### src/rtl/walksat_pkg.sv
// walksat_pkg: shared definitions for the WalkSAT sequencing controller.
// Control-word layout, FSM state encoding and LFSR feedback.
package walksat_pkg;

  localparam int CTRL_W    = 20;
  localparam int B_INIT    = 0;
  localparam int B_PICK    = 1;
  localparam int B_BREAK   = 2;
  localparam int B_FLIP    = 3;
  localparam int B_SEL_MIN = 4;
  localparam int LIT_LO    = 5;
  localparam int LIT_HI    = 6;
  localparam int RAND_LO   = 7;
  localparam int RAND_HI   = 17;
  localparam int LIT_W     = LIT_HI - LIT_LO + 1;
  localparam int RAND_W    = RAND_HI - RAND_LO + 1;

  // Galois form of x^16+x^14+x^13+x^11+1, right-shifting
  localparam logic [15:0] LFSR_TAPS = 16'hB400;

  typedef enum logic [2:0] {
    IDLE,
    INIT,
    CHECK,
    PICK,
    BREAK,
    FLIP,
    DONE
  } state_t;

  function automatic logic [15:0] lfsr_next(
    input logic [15:0] s
  );
    logic [15:0] n;
    n = s >> 1;
    if (s[0]) n = n ^ LFSR_TAPS;
    return n;
  endfunction

  function automatic logic [CTRL_W-1:0] ctrl_word(
    input logic              op_init,
    input logic              op_pick,
    input logic              op_break,
    input logic              op_flip,
    input logic              sel_min,
    input logic [LIT_W-1:0]  lit,
    input logic [RAND_W-1:0] rnd
  );
    logic [CTRL_W-1:0] w;
    w                   = '0;
    w[B_INIT]           = op_init;
    w[B_PICK]           = op_pick;
    w[B_BREAK]          = op_break;
    w[B_FLIP]           = op_flip;
    w[B_SEL_MIN]        = sel_min;
    w[LIT_HI:LIT_LO]    = lit;
    w[RAND_HI:RAND_LO]  = rnd;
    return w;
  endfunction

endpackage

### src/rtl/walksat_lfsr.sv
// walksat_lfsr: free-running 16-bit Galois LFSR.
// Advances every cycle; reloads SEED on synchronous reset.
module walksat_lfsr
  import walksat_pkg::*;
#(
  parameter logic [15:0] SEED = 16'hACE1
) (
  input  logic        clk,
  input  logic        reset,
  output logic [15:0] state
);

  always_ff @(posedge clk) begin
    if (reset) state <= SEED;
    else       state <= lfsr_next(state);
  end

endmodule

### src/rtl/walksat_controller.sv
// walksat_controller: sequences the datapath through the WalkSAT loop.
// Moore outputs; ops are held until the datapath acknowledges.
module walksat_controller
  import walksat_pkg::*;
#(
  parameter int          NSAT                    = 3,
  parameter int          CONTROLLER_SIGNAL_WIDTH = 20,
  parameter logic [15:0] LFSR_SEED               = 16'hACE1
) (
  input  logic                               clk,
  input  logic                               reset,
  input  logic                               start_i,
  input  logic [8:0]                         noise_p_i,
  input  logic [31:0]                        max_flips_i,
  input  logic                               dp_ready_i,
  input  logic                               unsat_empty_i,
  input  logic                               break_zero_i,
  output logic [CONTROLLER_SIGNAL_WIDTH-1:0] control_signal_o,
  output logic                               done_o,
  output logic                               sat_o,
  output logic [31:0]                        flip_count_o
);

  localparam logic [LIT_W-1:0] LAST_LIT = LIT_W'(NSAT - 1);
  localparam logic [LIT_W:0]   NSAT_L   = (LIT_W + 1)'(NSAT);

  state_t            state_q, state_d;
  logic [CTRL_W-1:0] ctrl_q, ctrl_d;
  logic              done_q, done_d;
  logic              sat_q, sat_d;
  logic [31:0]       count_q, count_d;
  logic [31:0]       budget_q, budget_d;
  logic [15:0]       lfsr;
  logic [LIT_W-1:0]  lit_q;
  logic [LIT_W:0]    raw_lit;
  logic [LIT_W:0]    rnd_lit;
  logic              go_random;

  walksat_lfsr #(
    .SEED (LFSR_SEED)
  ) u_lfsr (
    .clk   (clk),
    .reset (reset),
    .state (lfsr)
  );

  assign lit_q     = ctrl_q[LIT_HI:LIT_LO];
  assign raw_lit   = {1'b0, lfsr[15:14]};
  assign rnd_lit   = (raw_lit >= NSAT_L) ? raw_lit - NSAT_L : raw_lit;
  assign go_random = {1'b0, lfsr[7:0]} < noise_p_i;

  always_comb begin
    state_d  = state_q;
    ctrl_d   = ctrl_q;
    done_d   = done_q;
    sat_d    = sat_q;
    count_d  = count_q;
    budget_d = budget_q;
    unique case (state_q)
      IDLE, DONE: begin
        if (start_i) begin
          state_d  = INIT;
          ctrl_d   = ctrl_word(1'b1, 1'b0, 1'b0, 1'b0, 1'b0, '0, '0);
          done_d   = 1'b0;
          sat_d    = 1'b0;
          count_d  = '0;
          budget_d = max_flips_i;
        end
      end
      INIT: begin
        if (dp_ready_i) begin
          state_d = CHECK;
          ctrl_d  = '0;
        end
      end
      CHECK: begin
        ctrl_d = '0;
        if (unsat_empty_i) begin
          state_d = DONE;
          done_d  = 1'b1;
          sat_d   = 1'b1;
        end else if (count_q >= budget_q) begin
          state_d = DONE;
          done_d  = 1'b1;
          sat_d   = 1'b0;
        end else begin
          state_d = PICK;
          ctrl_d  = ctrl_word(1'b0, 1'b1, 1'b0, 1'b0, 1'b0, '0,
                              lfsr[RAND_W-1:0]);
        end
      end
      PICK: begin
        if (dp_ready_i) begin
          if (go_random) begin
            state_d = FLIP;
            ctrl_d  = ctrl_word(1'b0, 1'b0, 1'b0, 1'b1, 1'b0,
                                rnd_lit[LIT_W-1:0], '0);
          end else begin
            state_d = BREAK;
            ctrl_d  = ctrl_word(1'b0, 1'b0, 1'b1, 1'b0, 1'b0, '0, '0);
          end
        end
      end
      BREAK: begin
        if (dp_ready_i) begin
          // a zero-break literal is flipped at once, skipping the scan
          if (break_zero_i) begin
            state_d = FLIP;
            ctrl_d  = ctrl_word(1'b0, 1'b0, 1'b0, 1'b1, 1'b0, lit_q, '0);
          end else if (lit_q == LAST_LIT) begin
            state_d = FLIP;
            ctrl_d  = ctrl_word(1'b0, 1'b0, 1'b0, 1'b1, 1'b1, '0, '0);
          end else begin
            ctrl_d  = ctrl_word(1'b0, 1'b0, 1'b1, 1'b0, 1'b0,
                                lit_q + 1'b1, '0);
          end
        end
      end
      FLIP: begin
        if (dp_ready_i) begin
          state_d = CHECK;
          ctrl_d  = '0;
          if (count_q != '1) count_d = count_q + 32'd1;
        end
      end
      default: begin
        state_d = IDLE;
        ctrl_d  = '0;
      end
    endcase
  end

  always_ff @(posedge clk) begin
    if (reset) begin
      state_q  <= IDLE;
      ctrl_q   <= '0;
      done_q   <= 1'b0;
      sat_q    <= 1'b0;
      count_q  <= '0;
      budget_q <= '0;
    end else begin
      state_q  <= state_d;
      ctrl_q   <= ctrl_d;
      done_q   <= done_d;
      sat_q    <= sat_d;
      count_q  <= count_d;
      budget_q <= budget_d;
    end
  end

  assign control_signal_o = CONTROLLER_SIGNAL_WIDTH'(ctrl_q);
  assign done_o           = done_q;
  assign sat_o            = sat_q;
  assign flip_count_o     = count_q;

endmodule

### config.mk
export PLATFORM = sky130hd
export DESIGN_NAME = walksat_controller
export DESIGN_NICKNAME = d
export VERILOG_FILES = /design/src/rtl/walksat_pkg.sv /design/src/rtl/walksat_lfsr.sv /design/src/rtl/walksat_controller.sv
export SDC_FILE = /design/constraint.sdc
export NUM_CORES = 1
export LEC_CHECK = 0
export CAP_MARGIN = 10
export CORE_MARGIN = 2
export CORE_UTILIZATION = 30
export DETAILED_ROUTE_END_ITERATION = 6
export PLACE_DENSITY_LB_ADDON = 0.08
export SLEW_MARGIN = 20
export SYNTH_ARGS = -nofsm -noshare
export SYNTH_HDL_FRONTEND = slang
export SYNTH_SLANG_ARGS = --single-unit
### constraint.sdc
create_clock -name clk -period 3.3 [get_ports clk]
set_input_delay 0.66 -clock clk [delete_from_list [all_inputs] [get_ports clk]]
set_output_delay 0.66 -clock clk [all_outputs]
set_load 0.01 [all_outputs]
-- Yosys cells after proc, flatten, opt, wreduce, memory -nomap -nowiden
Cells that the tools add are included.
- flip-flop bits (word level): 105
- input port bits: 47
- output and inout bits: 54
- logic and storage cells: 76
- $add $sub $neg: 3
- magnitude comparators: 3
- equality and inequality tests: 17
- multiplexer cells: 33
- bitwise logic cells: 1
- reduce and logical (&&, ||, !) cells: 11
- operators by type and width (operator ; count):
    20-bit case mux with 5 select lines ; 1
    32-bit 2-to-1 mux ; 3
    20-bit 2-to-1 mux ; 4
    32-bit case mux with 2 select lines ; 1
    18-bit 2-to-1 mux ; 2
    32-bit by 1-bit adder with 32-bit output, second input constant ; 1
    32-bit greater-or-equal comparator ; 1
    32-bit inequality test, second input constant ; 1
    3-bit 2-to-1 mux ; 8
    7-bit 2-to-1 mux ; 3
    16-bit 2-to-1 mux ; 1
    3-bit case mux with 5 select lines ; 1
    2-bit inequality test, second input constant ; 6
    5-bit AND reduction ; 2
    3-bit == test, second input constant ; 3
    8-bit by 9-bit < comparator with 1-bit output ; 1
    4-bit AND reduction ; 2
    3-bit by 2-bit == test with 1-bit output, second input constant ; 2
    1-bit 2-to-1 mux ; 6
    3-bit inequality test, second input constant ; 2
    3-bit inverter with 4-bit output ; 1
    1-bit case mux with 2 select lines ; 2
    2-bit nonzero test ; 2
    2-bit OR reduction ; 2
    other kinds (10) ; 10

-- Logic depth before layout (Yosys ltp)
Gate-level depths: netlist of run 1.
- depth after elaboration: 5
- mapped depth: 8
- mapped depth without buffers: 8

-- Hierarchy
A second synthesis of run 1 with hierarchy kept.
- cells, all modules: 640
- area total of the unflattened synthesis: 5338.9 µm²
- by module, submodules not included (module ; times used ; cells each ; area an instance (µm²)):
    walksat_controller ; 1 ; 604 ; 4875.9
    walksat_lfsr ; 1 ; 36 ; 462.9

-- Worst setup path before layout of run 1
No wires, ideal clock.
- kind: input to register
- start: input start_i
- end: register count_q[10], in the netlist flip_count_o[10]
- arrival time: 2.065 ns
- required time: 3.172 ns
- path slack: 1.108 ns
- cell stages on the path: 8
- cells stage by stage: nor2b_1 > and3_1 > buf_6 > or4_4 > buf_6 > o211ai_2 > xor2_1 > nor2_1
- word-level cells in the longest chain between the ends: 2
- ends and longest elaborated chain (item ; RTL line ; source):
    from (decl) ; walksat_controller.sv:12 ; input logic start_i,
    2-bit inequality test (no line) ; -- ;
    4-bit AND reduction (no line) ; -- ;
    to (signal assigned) ; walksat_controller.sv:146 ; count_q <= count_d;
    to (decl) ; walksat_controller.sv:31 ; logic [31:0] count_q, count_d;
No other way between the ends.
A chain may end at the register's enable or synchronous reset.

-- Final worst setup path of run 1
- start: input start_i
- end: register count_q[11], in the netlist flip_count_o[11]
Same word-level chain as after synthesis.

==> results of run 1 <==
## cell type report
class,instances,area (um^2)
multi-input cells,479,2970
inverters,49,184
clock buffers,9,225
flip-flops and latches,103,2060
clock inverters,7,71.3
repair buffers,112,1080
fillers,1761,10500
well taps,225,282
## cells by family after synthesis
kind of cell    after synthesis
simple gates                273
compound gates              133
flops                       103
buf+inv                      77
fa+ha+maj                    40
xor+xnor                     27
mux                           4
other cells                   1
## layer usage
layer	track usage	share of wire
met5	0	0
met4	0.0309	0.0053
met3	0.0368	0.047
met2	0.271	0.46
met1	0.232	0.49
## power by group through the flow
stage	Clock (mW)	Combinational, mW	Sequential, mW
2_1_floorplan	0	0.463	1.40
3_3_place_gp	0	0.669	1.43
3_5_place_dp	0	0.680	1.43
4_1_cts	1.14	0.683	1.40
5_1_grt	1.18	0.764	1.42
6_report	1.09	0.673	1.40
## registers in the layout, summed over array words and instances, names as in the netlist
register	count
done_o	1
state_q	3
control_signal_o	18
sat_o	1
u_lfsr.state	16
flip_count_o	32
budget_q	32
## cell usage after synthesis (all sizes together) (10+ instances only)
cell / instances / share of area
buf: 13 / 0.015
ha: 40 / 0.094
dfxtp: 103 / 0.39
o21ai: 20 / 0.019
xnor2: 16 / 0.026
nor2: 59 / 0.041
nor3: 10 / 0.0094
inv: 49 / 0.034
xor2: 11 / 0.018
a21oi: 60 / 0.057
nand3: 17 / 0.016
nor2b: 13 / 0.015
nand4: 13 / 0.015
clkbuf: 15 / 0.011
nand2: 114 / 0.080
## how the worst min path moves through the flow
stage | endpoint | cells past startpoint | start | slack, ps
after global placement | u_lfsr.state[11] | 1 | u_lfsr.state[12] | 400
after global routing | u_lfsr.state[11] | 1 | u_lfsr.state[12] | 470
after floorplan | u_lfsr.state[11] | 1 | u_lfsr.state[12] | 390
after CTS | u_lfsr.state[11] | 1 | u_lfsr.state[12] | 430
after detailed placement | u_lfsr.state[11] | 1 | u_lfsr.state[12] | 400
final | u_lfsr.state[11] | 1 | u_lfsr.state[12] | 420
## through the flow
stage | utilization | instances
after global placement | 0.379 | 968
after detailed placement | 0.379 | 968
after floorplan | - | 659
final | 0.396 | 984
after CTS | 0.396 | 984
after global routing | 0.396 | 984
==> metrics.md, run 1 <==
| Metric | Value |
|---|---|
| Crit-path slowest cell | clkdlybuf4s50_1 |
| CP bufs+invs | 1 |
| Main synth FF type | dfxtp_1 |
| Clock Path Buffers | 2 |
| Pre-CTS setup slack | 340 ps |
| Reg-to-reg setup timing slack | roughly 750 ps |
| TritonRoute pass-1 iters | 7 |
| CTS Buf Count | 9 |
| Hold Fails Final Rpt | 0 |
| Clock-pin transition on the worst setup and hold timing paths | roughly 80 ps |
| Most common cell after layout, fill and taps aside | nand2_1 |
| Crit path DAT | a little under 3000 ps |
| Synth Area in Adders | 0.0937 |
| Global route total overflow | 0 |
| Die span in x | ~140 um |
| #FFs+latches synth | 103 |
| GRT Util Overall | 0.168 |
| Layout area overhead | 28.6% |
| Post-Syn Area | ~5300 um^2 |
| DR iter-0 viols | approximately 330 |
| N_diodes | 0 |
| Power Internal | 2.14 mW |
| Clock latency on the worst-skew pair | roughly 360 ps |
| CTS Root Buffer Type | clkbuf_16 |
| Async set or reset register ratio after synthesis | 0 |
| Clock sink count | between 100 and 150 |
| Min Hold Slack | 420 ps |
| Hold WC Path Type | flip-flop to flip-flop |
| F_max | between 0.3 and 0.4 GHz |
| Post-route cell area | between 6000 and 7000 um^2 |
| Setup TNS Final | 0 ps |
| Initial antenna violation count | 0 |
| IO Port Bufs | 98 |
| Die ar. | between 15000 and 20000 um^2 |
| Worst R2R End | control_signal_o[17] |
| Cell count after synthesis | ~660 |
| Vias/cell | just under 5 |
| Drt wl/cell | approximately 15 um |
| Largest delay contributor family on the critical path | simple AND/OR/NAND/NOR gates |
| Slowest cell delay on critical path | roughly 570 ps |
| Die Y | around 140 um |
| Core ar. | ~17000 um^2 |
| Syn Area/Cell | between 8 and 9 um^2 |
| P_sw | roughly 1.0 mW |
| Main combinational cell family by area after synthesis | simple AND/OR/NAND/NOR gates |
| CP required | roughly 3600 ps |
| Yosys cell types | 66 |
| Routed Antenna Nets | 0 |
| Mux share of post-synthesis cell area | 0.00750 |
| Vias | approximately 4.8k |
| Crit end category | flip-flop |
| Worst Skew | between 9 and 10 ps |
| Worst vdd ir | ~0.30 mV |
| Tot Pwr | 3.16 mW |
| RSZ-0062 raised after global routing | no |
| Max cap viols | 0 |
| Post-DP HPWL | 11400 um |
| Run status | finished, final reports clean |
| Placed cell areas | about 6600 um^2 |
| Layout Nets | 841 |
| Switching Fraction | 0.325 |
| Final WS setup | just under 700 ps |
| FF-to-FF path depth | 9 |
| Clock power frac | 0.343 |
| RR Startpoint | budget_q[15] |
| Post-Synth XOR/XNOR Area | 0.0443 |
| Critical path class | input port to flip-flop |
| Post-CTS Resized | 0 |
| Fraction of layout cells with a size suffix above 1 | 0.0567 |
| Least-Margin Pin Slew | approximately 760 ps |
| Final Cycle Share | 0.791 |
| Starting density of the core | 0.308 |
| Seq pwr share | 0.444 |
| Post-Synth Simple-Gate Area | 0.247 |
| Tmin final | ~2600 ps |
| Hold Buf Count CTS | 0 |
| Worst setup path start | start_i |
| Largest net degree at the start of global routing | 36 |
| CTS tree | built |
| Drt drc | 0 |
| Ys Warns | 0 |
| Pleak | roughly 2.7 nW |
| CP Max Fanout | 6 |
| Number of flops mapped to enable cells by yosys | 0 |
| Commonest non-fill, non-tap cells in the layout | 114 x nand2_1, 103 x dfxtp_1, 97 x clkdlybuf4s50_1 |
| IO Count | roughly 100 |
| Crit path launch type | input port |
| Final setup vio count | 0 |
| Postcts setup bufs | 0 |
| Pins over their slew limit | 0 |
| Vias in the first global route | roughly 4.7k |
| PD cells | 460 nW/um^2 |
| Slew headroom | 0.494 |
| Synth Area in Compound Gates | 0.161 |
| Crit path to | flip_count_o[11] |
| Critical path depth | 7 |
| Wirelength, routed | approximately 15000 um |
| Comb power frac | 0.213 |
| H-tree levels | 3 |
| Rows | 48 |
| Critical Path, Cell by Cell | clkdlybuf4s50_1 > nor2b_1 > nor3b_2 > o21ai_1 > a21o_1 > or3_1 > a21oi_1 |
| GP Congestion | approximately 0.79 |
| First-pass GRT wire length | roughly 25000 um |
| Post-synthesis sequential area ratio | 0.386 |
Power figures use the tool's default switching activity.
==> inputs of run 2 (changes only) <==
- clock period: 3.3 -> 2.4 ns (I/O delays scaled with it)
==> run 2 against run 1 <==
  * Global-route usage is 0.30 points lower
  * Final cell count is 5.1% higher
  * Die area stayed put
  * Worst hold slack hardly changed
  * Largest cell class unchanged
  * Total power is 41% higher
  * Non-clock buffer count is 50 higher
  * Largest power group unchanged
==> metrics.md, run 2 (synthesis results as in run 1) <==
| Metric | Value |
|---|---|
| Clock latency on the worst-skew pair | between 300 and 400 ps |
| Final setup vio count | 0 |
| Wirelength, routed | about 15000 um |
| Largest net degree at the start of global routing | 34 |
| CTS Root Buffer Type | clkbuf_16 |
| CTS Buf Count | 9 |
| Most common cell after layout, fill and taps aside | nand2_1 |
| Drt drc | 0 |
| Rows | 48 |
| Global route total overflow | 0 |
| First-pass GRT wire length | around 24000 um |
| Tmin final | approximately 2200 ps |
| Vias/cell | about 4.8 |
| RSZ-0062 raised after global routing | yes |
| Run status | finished, final reports clean |
| Pre-CTS setup slack | -186 ps |
| CP Max Fanout | 8 |
| Routed Antenna Nets | 0 |
| Max cap viols | 0 |
| Dpl cells | approximately 1.0k |
| Critical path class | flip-flop to flip-flop |
| Final Cycle Share | 0.937 |
| Final WS setup | roughly 150 ps |
| Worst vdd ir | ~0.35 mV |
| GP Congestion | 0.819 |
| Layout area overhead | 37.4% |
| Hold Fails Final Rpt | 0 |
| Crit path launch type | flip-flop |
| Die span in x | roughly 140 um |
| GRT Util Overall | 0.165 |
| Starting density of the core | 0.308 |
| F_max | about 0.44 GHz |
| Drt wl/cell | 14.6 um |
| Layout Nets | 891 |
| Commonest non-fill, non-tap cells in the layout | 114 x nand2_1, 99 x dfxtp_1, 97 x clkdlybuf4s50_1 |
| Post-route cell area | roughly 7300 um^2 |
| Hold Buf Count CTS | 0 |
| Fraction of layout cells with a size suffix above 1 | 0.135 |
| IO Count | 101 |
| Clock Path Buffers | 2 |
| PD cells | about 600 nW/um^2 |
| DR iter-0 viols | around 240 |
| CP required | 2650 ps |
| Clock-pin transition on the worst setup and hold timing paths | about 70 ps |
| Crit end category | flip-flop |
| Die Y | around 140 um |
| Die ar. | ~19000 um^2 |
| Non-Filler Instances | approximately 1.0k |
| Placed cell areas | just under 7000 um^2 |
| Pins over their slew limit | 0 |
| CTS tree | built |
| Fill count | roughly 1.7k |
| Crit path DAT | around 2500 ps |
| N_diodes | 0 |
| Pleak | a little under 3 nW |
| Final Util | 0.423 |
| Vias | 4938 |
| Vias in the first global route | ~4.8k |
| H-tree levels | 3 |
| Post-DP HPWL | roughly 12000 um |
| Core ar. | between 15000 and 20000 um^2 |
| Worst Skew | between 10 and 15 ps |
| Hold WC Path Type | flip-flop to flip-flop |
| IO Port Bufs | 98 |
| TritonRoute pass-1 iters | 4 |
| Clock sink count | slightly above 100 |
| Initial antenna violation count | 0 |
[run 2: cell count changes in the layout (fill, tap and decap cells not counted), moves of 4 or more]
cell / change
buf_4: +48
clkinvlp_4: +4
dfxtp_1: -4
dfxtp_2: +4
ha_1: -4
ha_4: +4
inv_1: -4
inv_2: +4
inv_8: -4
[run 2: area by class of cell]
type	instances	area, um^2	area share
clock buffer	9	225	0.0307
multi-input combinational	479	3040	0.414
clock inverter	7	73.8	0.0101
sequential	103	2070	0.282
tap	225	282	0.0384
inverter	49	184	0.0251
timing repair buffer	162	1470	0.201
[run 2: worst paths after layout]
kind	startpoint	to	slack, ps	cells after the start
max	budget_q[29]	control_signal_o[17]	150	10
max reg2reg	budget_q[29]	control_signal_o[17]	150	10
min	u_lfsr.state[12]	u_lfsr.state[11]	420	1
min reg2reg	u_lfsr.state[12]	u_lfsr.state[11]	420	1
[run 2: critical path, cell delays in order (launching register included)]
cell	delay [ps]
dfxtp_2	340
inv_2	50
ha_4	260
nand4_1	210
nor4_1	290
buf_4	160
nand4_1	160
a31oi_1	200
buf_4	180
nor2_4	80
a32o_1	220
[run 2: report_power, final]
group          internal (mW)  switching [mW]  leakage [nW]  total [mW]
Sequential              1.83          0.0774         0.842        1.91
Combinational          0.459           0.607          1.96        1.07
Clock                  0.809           0.681         0.134        1.49
Total                   3.10            1.37          2.94        4.46
[run 2: metrics by stage]
stage | setup TNS, ps | power, mW | hold WS (ps)
2_1_floorplan | 0 | 2.56 | 389
3_3_place_gp | -2230 | 2.96 | 400
3_5_place_dp | -3040 | 2.98 | 404
4_1_cts | 0 | 4.49 | 423
5_1_grt | -35.1 | 4.73 | 438
6_report | 0 | 4.46 | 420
[run 2: repair_timing]
action	in CTS	in global routing
buffers inserted	0	3
endpoints found under the setup margin	16	16
pin swaps	2	8
resized for setup	1	17
endpoints found under the hold margin	0	0
[run 2: layer usage]
layer  wire (um)  global-route usage  up-vias
met4         121              0.0298        0
met3         608              0.0412       11
met5           0                   0        -
li1            -                   -     2548
met1        7570               0.226     2292
met2        6800               0.264       87
